===== config.mk =====
export PLATFORM = sky130hd
export DESIGN_NAME = branch_control_unit
export DESIGN_NICKNAME = d
export VERILOG_FILES = /design/src/rtl/cpu_ctrl_pkg.sv /design/src/rtl/ctrl_decode.sv /design/src/rtl/branch_control_unit.sv
export SDC_FILE = /design/constraint.sdc
export NUM_CORES = 1
export LEC_CHECK = 0
export BUFFER_PORTS_ARGS = -buffer_cell sky130_fd_sc_hd__buf_2
export CORE_AREA = 2 2 42 44
export CTS_BUF_LIST = sky130_fd_sc_hd__clkbuf_16
export CTS_CLUSTER_DIAMETER = 40
export DETAILED_ROUTE_END_ITERATION = 8
export DIE_AREA = 0 0 44 46
export PLACE_DENSITY = 0.75
export SLEW_MARGIN = 20
export SYNTH_ARGS = -nofsm -noshare
export SYNTH_HDL_FRONTEND = slang
export SYNTH_SLANG_ARGS = --single-unit

===== constraint.sdc =====
create_clock -name Clock -period 1.85 [get_ports Clock]
set_clock_uncertainty 0.1 [all_clocks]
set_input_delay 0.0925 -clock Clock [delete_from_list [all_inputs] [get_ports Clock]]
set_output_delay 0.0925 -clock Clock [all_outputs]
set_load 0.01 [all_outputs]

===== src/rtl/cpu_ctrl_pkg.sv =====
// Shared control-unit types: FSM state encoding, ISA opcodes, IR field positions
// and the decoded instruction class.
package cpu_ctrl_pkg;

  typedef enum logic [3:0] {
    S_RST  = 4'd0,
    S_T0   = 4'd1,
    S_T1   = 4'd2,
    S_T2   = 4'd3,
    S_T3   = 4'd4,
    S_T4   = 4'd5,
    S_T5   = 4'd6,
    S_T6   = 4'd7,
    S_HALT = 4'd8
  } state_t;

  // Full ISA opcode map; only the control-transfer subset is sequenced today.
  localparam logic [4:0] OPC_LD     = 5'b00000;
  localparam logic [4:0] OPC_LDI    = 5'b00001;
  localparam logic [4:0] OPC_ST     = 5'b00010;
  localparam logic [4:0] OPC_ADD    = 5'b00011;
  localparam logic [4:0] OPC_SUB    = 5'b00100;
  localparam logic [4:0] OPC_AND    = 5'b00101;
  localparam logic [4:0] OPC_OR     = 5'b00110;
  localparam logic [4:0] OPC_ROR    = 5'b00111;
  localparam logic [4:0] OPC_ROL    = 5'b01000;
  localparam logic [4:0] OPC_SHR    = 5'b01001;
  localparam logic [4:0] OPC_SHRA   = 5'b01010;
  localparam logic [4:0] OPC_SHL    = 5'b01011;
  localparam logic [4:0] OPC_ADDI   = 5'b01100;
  localparam logic [4:0] OPC_ANDI   = 5'b01101;
  localparam logic [4:0] OPC_ORI    = 5'b01110;
  localparam logic [4:0] OPC_DIV    = 5'b01111;
  localparam logic [4:0] OPC_MUL    = 5'b10000;
  localparam logic [4:0] OPC_NEG    = 5'b10001;
  localparam logic [4:0] OPC_BRANCH = 5'b10010;
  localparam logic [4:0] OPC_JR     = 5'b10011;
  localparam logic [4:0] OPC_JAL    = 5'b10100;
  localparam logic [4:0] OPC_IN     = 5'b10101;
  localparam logic [4:0] OPC_OUT    = 5'b10110;
  localparam logic [4:0] OPC_MFHI   = 5'b10111;
  localparam logic [4:0] OPC_MFLO   = 5'b11000;
  localparam logic [4:0] OPC_NOP    = 5'b11001;
  localparam logic [4:0] OPC_HALT   = 5'b11010;
  localparam logic [4:0] OPC_NOT    = 5'b11011;

  localparam int IR_OPC_MSB = 31;
  localparam int IR_OPC_LSB = 27;
  localparam int IR_RA_MSB  = 26;
  localparam int IR_RA_LSB  = 23;
  localparam int IR_C2_MSB  = 20;
  localparam int IR_C2_LSB  = 19;

  typedef struct packed {
    logic is_branch;
    logic is_jr;
    logic is_halt;
    logic is_other;
  } ctrl_class_t;

endpackage


===== src/rtl/ctrl_decode.sv =====
// Combinational opcode classifier: one-hot {is_branch, is_jr, is_halt, is_other}.
module ctrl_decode
  import cpu_ctrl_pkg::*;
(
  input  logic [4:0]  opcode,
  output ctrl_class_t op_class
);

  // Opcode to instruction-class map; nop and all unsequenced opcodes are "other".
  always_comb begin
    op_class = '0;
    case (opcode)
      OPC_BRANCH: op_class.is_branch = 1'b1;
      OPC_JR:     op_class.is_jr     = 1'b1;
      OPC_HALT:   op_class.is_halt   = 1'b1;
      default:    op_class.is_other  = 1'b1;
    endcase
  end

endmodule


===== src/rtl/branch_control_unit.sv =====
// Hardwired fetch / control-transfer sequencer driving the datapath control ports
// from the IR opcode, the CON flip-flop and the memory-ready handshake.
module branch_control_unit
  import cpu_ctrl_pkg::*;
#(
  parameter int RST_SETTLE = 1
) (
  input  logic        Clock,
  input  logic        Clear,
  input  logic [31:0] IR,
  input  logic        CON_FF,
  input  logic        Mem_ready,
  input  logic        Start,
  output logic        DP_clear,
  output logic        Run,
  output logic        PCout,
  output logic        MAR_enable,
  output logic        IncPC,
  output logic        ZLowIn,
  output logic        ZHighIn,
  output logic        ZLowout,
  output logic        PC_enable,
  output logic        MDR_read,
  output logic        MDR_enable,
  output logic        MDRout,
  output logic        IR_enable,
  output logic        Gra,
  output logic        Grb,
  output logic        Grc,
  output logic        R_in,
  output logic        R_out,
  output logic        CON_enable,
  output logic        Y_enable,
  output logic        Cout
);

  localparam int CNT_W = (RST_SETTLE > 1) ? $clog2(RST_SETTLE) : 1;
  localparam logic [CNT_W-1:0] SETTLE_LAST = CNT_W'(RST_SETTLE - 1);

  state_t           state_r;
  state_t           next_state_s;
  logic [CNT_W-1:0] settle_cnt_r;
  logic [CNT_W-1:0] next_cnt_s;
  ctrl_class_t      op_class_s;
  logic             ir_unused_s;

  // Ra and C2 are consumed by the datapath CON logic, not here.
  assign ir_unused_s = ^IR[IR_RA_MSB:0];

  ctrl_decode u_decode (
    .opcode   (IR[IR_OPC_MSB:IR_OPC_LSB]),
    .op_class (op_class_s)
  );

  // State and reset-settle counter registers.
  always_ff @(posedge Clock or negedge Clear) begin
    if (!Clear) begin
      state_r      <= S_RST;
      settle_cnt_r <= '0;
    end else begin
      state_r      <= next_state_s;
      settle_cnt_r <= next_cnt_s;
    end
  end

  // Next-state and control-output decode.
  always_comb begin
    next_state_s = state_r;
    next_cnt_s   = '0;
    DP_clear     = 1'b0;
    Run          = 1'b1;
    PCout        = 1'b0;
    MAR_enable   = 1'b0;
    IncPC        = 1'b0;
    ZLowIn       = 1'b0;
    ZHighIn      = 1'b0;
    ZLowout      = 1'b0;
    PC_enable    = 1'b0;
    MDR_read     = 1'b0;
    MDR_enable   = 1'b0;
    MDRout       = 1'b0;
    IR_enable    = 1'b0;
    Gra          = 1'b0;
    Grb          = 1'b0;
    Grc          = 1'b0;
    R_in         = 1'b0;
    R_out        = 1'b0;
    CON_enable   = 1'b0;
    Y_enable     = 1'b0;
    Cout         = 1'b0;

    case (state_r)
      S_RST: begin
        DP_clear = 1'b1;
        Run      = 1'b0;
        if (settle_cnt_r == SETTLE_LAST) begin
          next_state_s = S_T0;
        end else begin
          next_cnt_s = settle_cnt_r + CNT_W'(1);
        end
      end
      S_T0: begin
        PCout        = 1'b1;
        MAR_enable   = 1'b1;
        IncPC        = 1'b1;
        ZLowIn       = 1'b1;
        next_state_s = S_T1;
      end
      S_T1: begin
        // Z already holds PC+1; it is written back only once the read completes.
        MDR_read   = 1'b1;
        MDR_enable = 1'b1;
        ZLowout    = 1'b1;
        PC_enable  = Mem_ready;
        if (Mem_ready) begin
          next_state_s = S_T2;
        end else begin
          next_state_s = S_T1;
        end
      end
      S_T2: begin
        MDRout       = 1'b1;
        IR_enable    = 1'b1;
        next_state_s = S_T3;
      end
      S_T3: begin
        if (op_class_s.is_branch) begin
          Gra          = 1'b1;
          R_out        = 1'b1;
          CON_enable   = 1'b1;
          next_state_s = S_T4;
        end else if (op_class_s.is_jr) begin
          Gra          = 1'b1;
          R_out        = 1'b1;
          PC_enable    = 1'b1;
          next_state_s = S_T0;
        end else if (op_class_s.is_halt) begin
          next_state_s = S_HALT;
        end else begin
          next_state_s = S_T0;
        end
      end
      S_T4: begin
        PCout        = 1'b1;
        Y_enable     = 1'b1;
        next_state_s = S_T5;
      end
      S_T5: begin
        Cout         = 1'b1;
        ZLowIn       = 1'b1;
        ZHighIn      = 1'b1;
        next_state_s = S_T6;
      end
      S_T6: begin
        ZLowout      = 1'b1;
        PC_enable    = CON_FF;
        next_state_s = S_T0;
      end
      S_HALT: begin
        Run = 1'b0;
        if (Start) begin
          next_state_s = S_T0;
        end else begin
          next_state_s = S_HALT;
        end
      end
      default: begin
        DP_clear     = 1'b1;
        Run          = 1'b0;
        next_state_s = S_RST;
      end
    endcase
  end

endmodule


==> impl_metrics.csv <==
group,metric,value,unit
hold_path,holdPathStages,3,
cts,cts-htree-levels,1,
cts,cts_buffers,3,
critical_path,critPathCaptureType,"primary output",
die,num_rows,15,
die,die_w,44,um
critical_path,slowest_delay,0.59,ns
critical_path,worstRegToRegCells,3,
timing,hold_viol_final,0,
cts,numClockSinks,4,
timing,slew_violations,0,
synth,synth-seq-cells,4,
die,die_h,46,um
detailed_routing,drt-pass1-iter-count,4,
placed_design,hpwlAfterDp,844,um
job,drv_cap,0,
placed_design,dp.cells,95,
layout,largest_reg_flops,4,
synth,yosysUniqueCellTypes,30,
synth,yosysTopAreaCellShare,0.217,
detailed_routing,wirelength,1070,um
die,coreArea,1610,um^2
critical_path,cp-start-kind,"flip-flop",
detailed_routing,ant_nets,0,
critical_path,arrival,1.59,ns
timing,setup_viol,0,
layout,num_antenna_cells,0,
cts,cts_tree,"done",
synth,synth_area,462,um^2
layout,layoutNonFillerInstCount,99,
power,power_density,1690,nW/um^2
synth,netlist_instances,57,
critical_path,worstSetupPathType,"flip-flop to primary output",
die,die_area,2020,um^2
status,status,"finished, final reports clean",
critical_path,cp_num_buf_inv,1,
global_route,grt_overflow,0,
power,ir_drop,480,uV
synth,synth.largest_area_cell,"dfrtp_1",
detailed_routing,avgViaCountPerCell,4.88,
detailed_routing,num_vias,483,
critical_path,cp.required,1.66,ns
global_route,grt_antenna_before_repair,0,
layout,drive_above_1_share,0.488,
synth,yosysSeqAreaShare,0.217,
cts,clk_pin_slew_worst_paths,0.03,ns
global_route,grt_use_total,0.113,
cts,cts_setup_buffers,0,
hold_path,hold_path_class,"input pin to flip-flop",
placed_design,globalplace.congestion,0.722,
timing,max_clock_freq,562,MHz
critical_path,worst-path-max-fanout,4,
cts,clock-root-buffer,"clkbuf_16",
placed_design,numPortBuffers,27,
global_route,grt_start_max_net_pins,14,
timing,tns,0,ns
synth,syn_area_per_cell,8.10,um^2
global_route,grt_pass1_vias,393,
layout,area_growth,43.6,%
layout,top_regs,"state_r (4)",
die,io-pin-count,58,
die,initial_core_util,0.286,
power,p_total,1.12,mW
timing,grt_setup_unrepaired,"yes",
detailed_routing,wl_per_cell,10.8,um
placed_design,place_area,573,um^2
global_route,grt_pass1_wl,1650,um
layout,fin_util,0.411,
layout,regMostFlops,"state_r",
layout,fin_area,663,um^2
layout,fin_nets,121,
detailed_routing,post-route-drc-count,0,
timing,period_minus_slack,1.78,ns
critical_path,path_delay_family,"simple AND/OR/NAND/NOR gates",
power,power.leakage,0.357,nW
timing,period_share,0.961,
cts,clockBufferDepth,2,
synth,synth_area_leaders,"dfrtp_1 22%, buf_4 13%, nor2_1 4.9%",
synth,synth_warnings,0,
detailed_routing,drtIter0Drc,13,
cts,clock_latency,0.23,ns
critical_path,slowest_stage,"or4b_4",
critical_path,crit_path_cell_trace,"or4b_4, nor3_4, o2bb2ai_2, buf_2",
critical_path,path_depth,4,
==> power by group <==
group,total (mW),switching [mW],internal [mW]
combinational,0.644,0.358,0.285
clock,0.339,0.0627,0.276
sequential,0.135,0.0137,0.121
==> cells in the final DEF, fill, tap and decap left out, types with 2 or more instances in the layout <==
master      n
a21oi_1     2
buf_2      27
buf_4       4
clkbuf_16   3
conb_1      3
dfrtp_1     4
nand2b_1    2
nand3_1     2
nand3b_1    2
nor2_1      6
nor3_1      3
nor4_1      2
or2b_1      3
xor2_1      2
==> path summary, 6_finish.rpt <==
check / start / endpoint / slack, ns
min in group asynchronous: Clear / state_r[0] / 0.10
max in group asynchronous: Clear / state_r[2] / 1.43
hold reg to reg: state_r[3] / state_r[1] / 0.53
setup / recovery: state_r[1] / PC_enable / 0.07
setup reg to reg: state_r[1] / state_r[3] / 0.47
hold / removal: Start / state_r[0] / 0.04
==> cell type report <==
type / instances / area (um^2)
Clock buffer: 3 / 75.1
Fill cell: 161 / 951
Inverter: 1 / 3.75
Multi-Input combinational cell: 42 / 288
Sequential cell: 4 / 100
Tap cell: 17 / 21.3
Timing Repair Buffer: 32 / 175
==> what timing repair did <==
item | in CTS | in global routing
hold buffers | 1 | 0
endpoints found under the setup margin | 0 | 2
gates resized for setup | 0 | 1
endpoints found under the hold margin | 4 | 0
==> Yosys cell counts <==
| master | n |
|---|---|
| a21oi_1 | 2 |
| a2bb2oi_1 | 1 |
| a31o_1 | 1 |
| and2_1 | 1 |
| and3_1 | 1 |
| buf_1 | 1 |
| buf_4 | 8 |
| buf_6 | 1 |
| clkbuf_1 | 2 |
| conb_1 | 1 |
| dfrtp_1 | 4 |
| inv_1 | 1 |
| nand2_1 | 1 |
| nand2b_1 | 2 |
| nand3_1 | 2 |
| nand3b_1 | 2 |
| nor2_1 | 6 |
| nor3_1 | 3 |
| nor3_4 | 1 |
| nor3b_1 | 2 |
| nor4_1 | 2 |
| nor4_2 | 1 |
| o21ai_0 | 1 |
| o21bai_1 | 1 |
| o2bb2ai_2 | 1 |
| o31a_1 | 1 |
| or2_2 | 1 |
| or2b_1 | 3 |
| or4b_4 | 1 |
| xor2_1 | 2 |
==> routing by layer <==
layer / part of all wire / global-route usage / up-vias
li1: - / - / 238
met1: 0.37 / 0.134 / 217
met2: 0.52 / 0.185 / 26
met3: 0.082 / 0.0238 / 2
met4: 0.022 / 0.0727 / 0
met5: 0 / 0 / -
==> cell families after synthesis <==
group                  synth area share
AND/OR/NAND/NOR                   0.412
buffers and inverters             0.187
AO/OA/AOI/OAI                     0.138
flip-flops                        0.217
XOR/XNOR                         0.0379
other                           0.00812
==> stage by stage <==
step           hold WS [ns]  worst slack, ns
2_1_floorplan        -0.303            0.229
3_3_place_gp         -0.203            0.310
3_5_place_dp         -0.200            0.299
4_1_cts              0.0451           0.0598
5_1_grt              0.0598          -0.0130
6_report             0.0366           0.0721
==> worst reg2reg max path, cell delays in order (launching register included) <==
cell	delay, ns
dfrtp_1	0.36
or4b_4	0.59
nor4_2	0.15
a31o_1	0.12
Note: power is estimated with default switching activity, not from simulation.
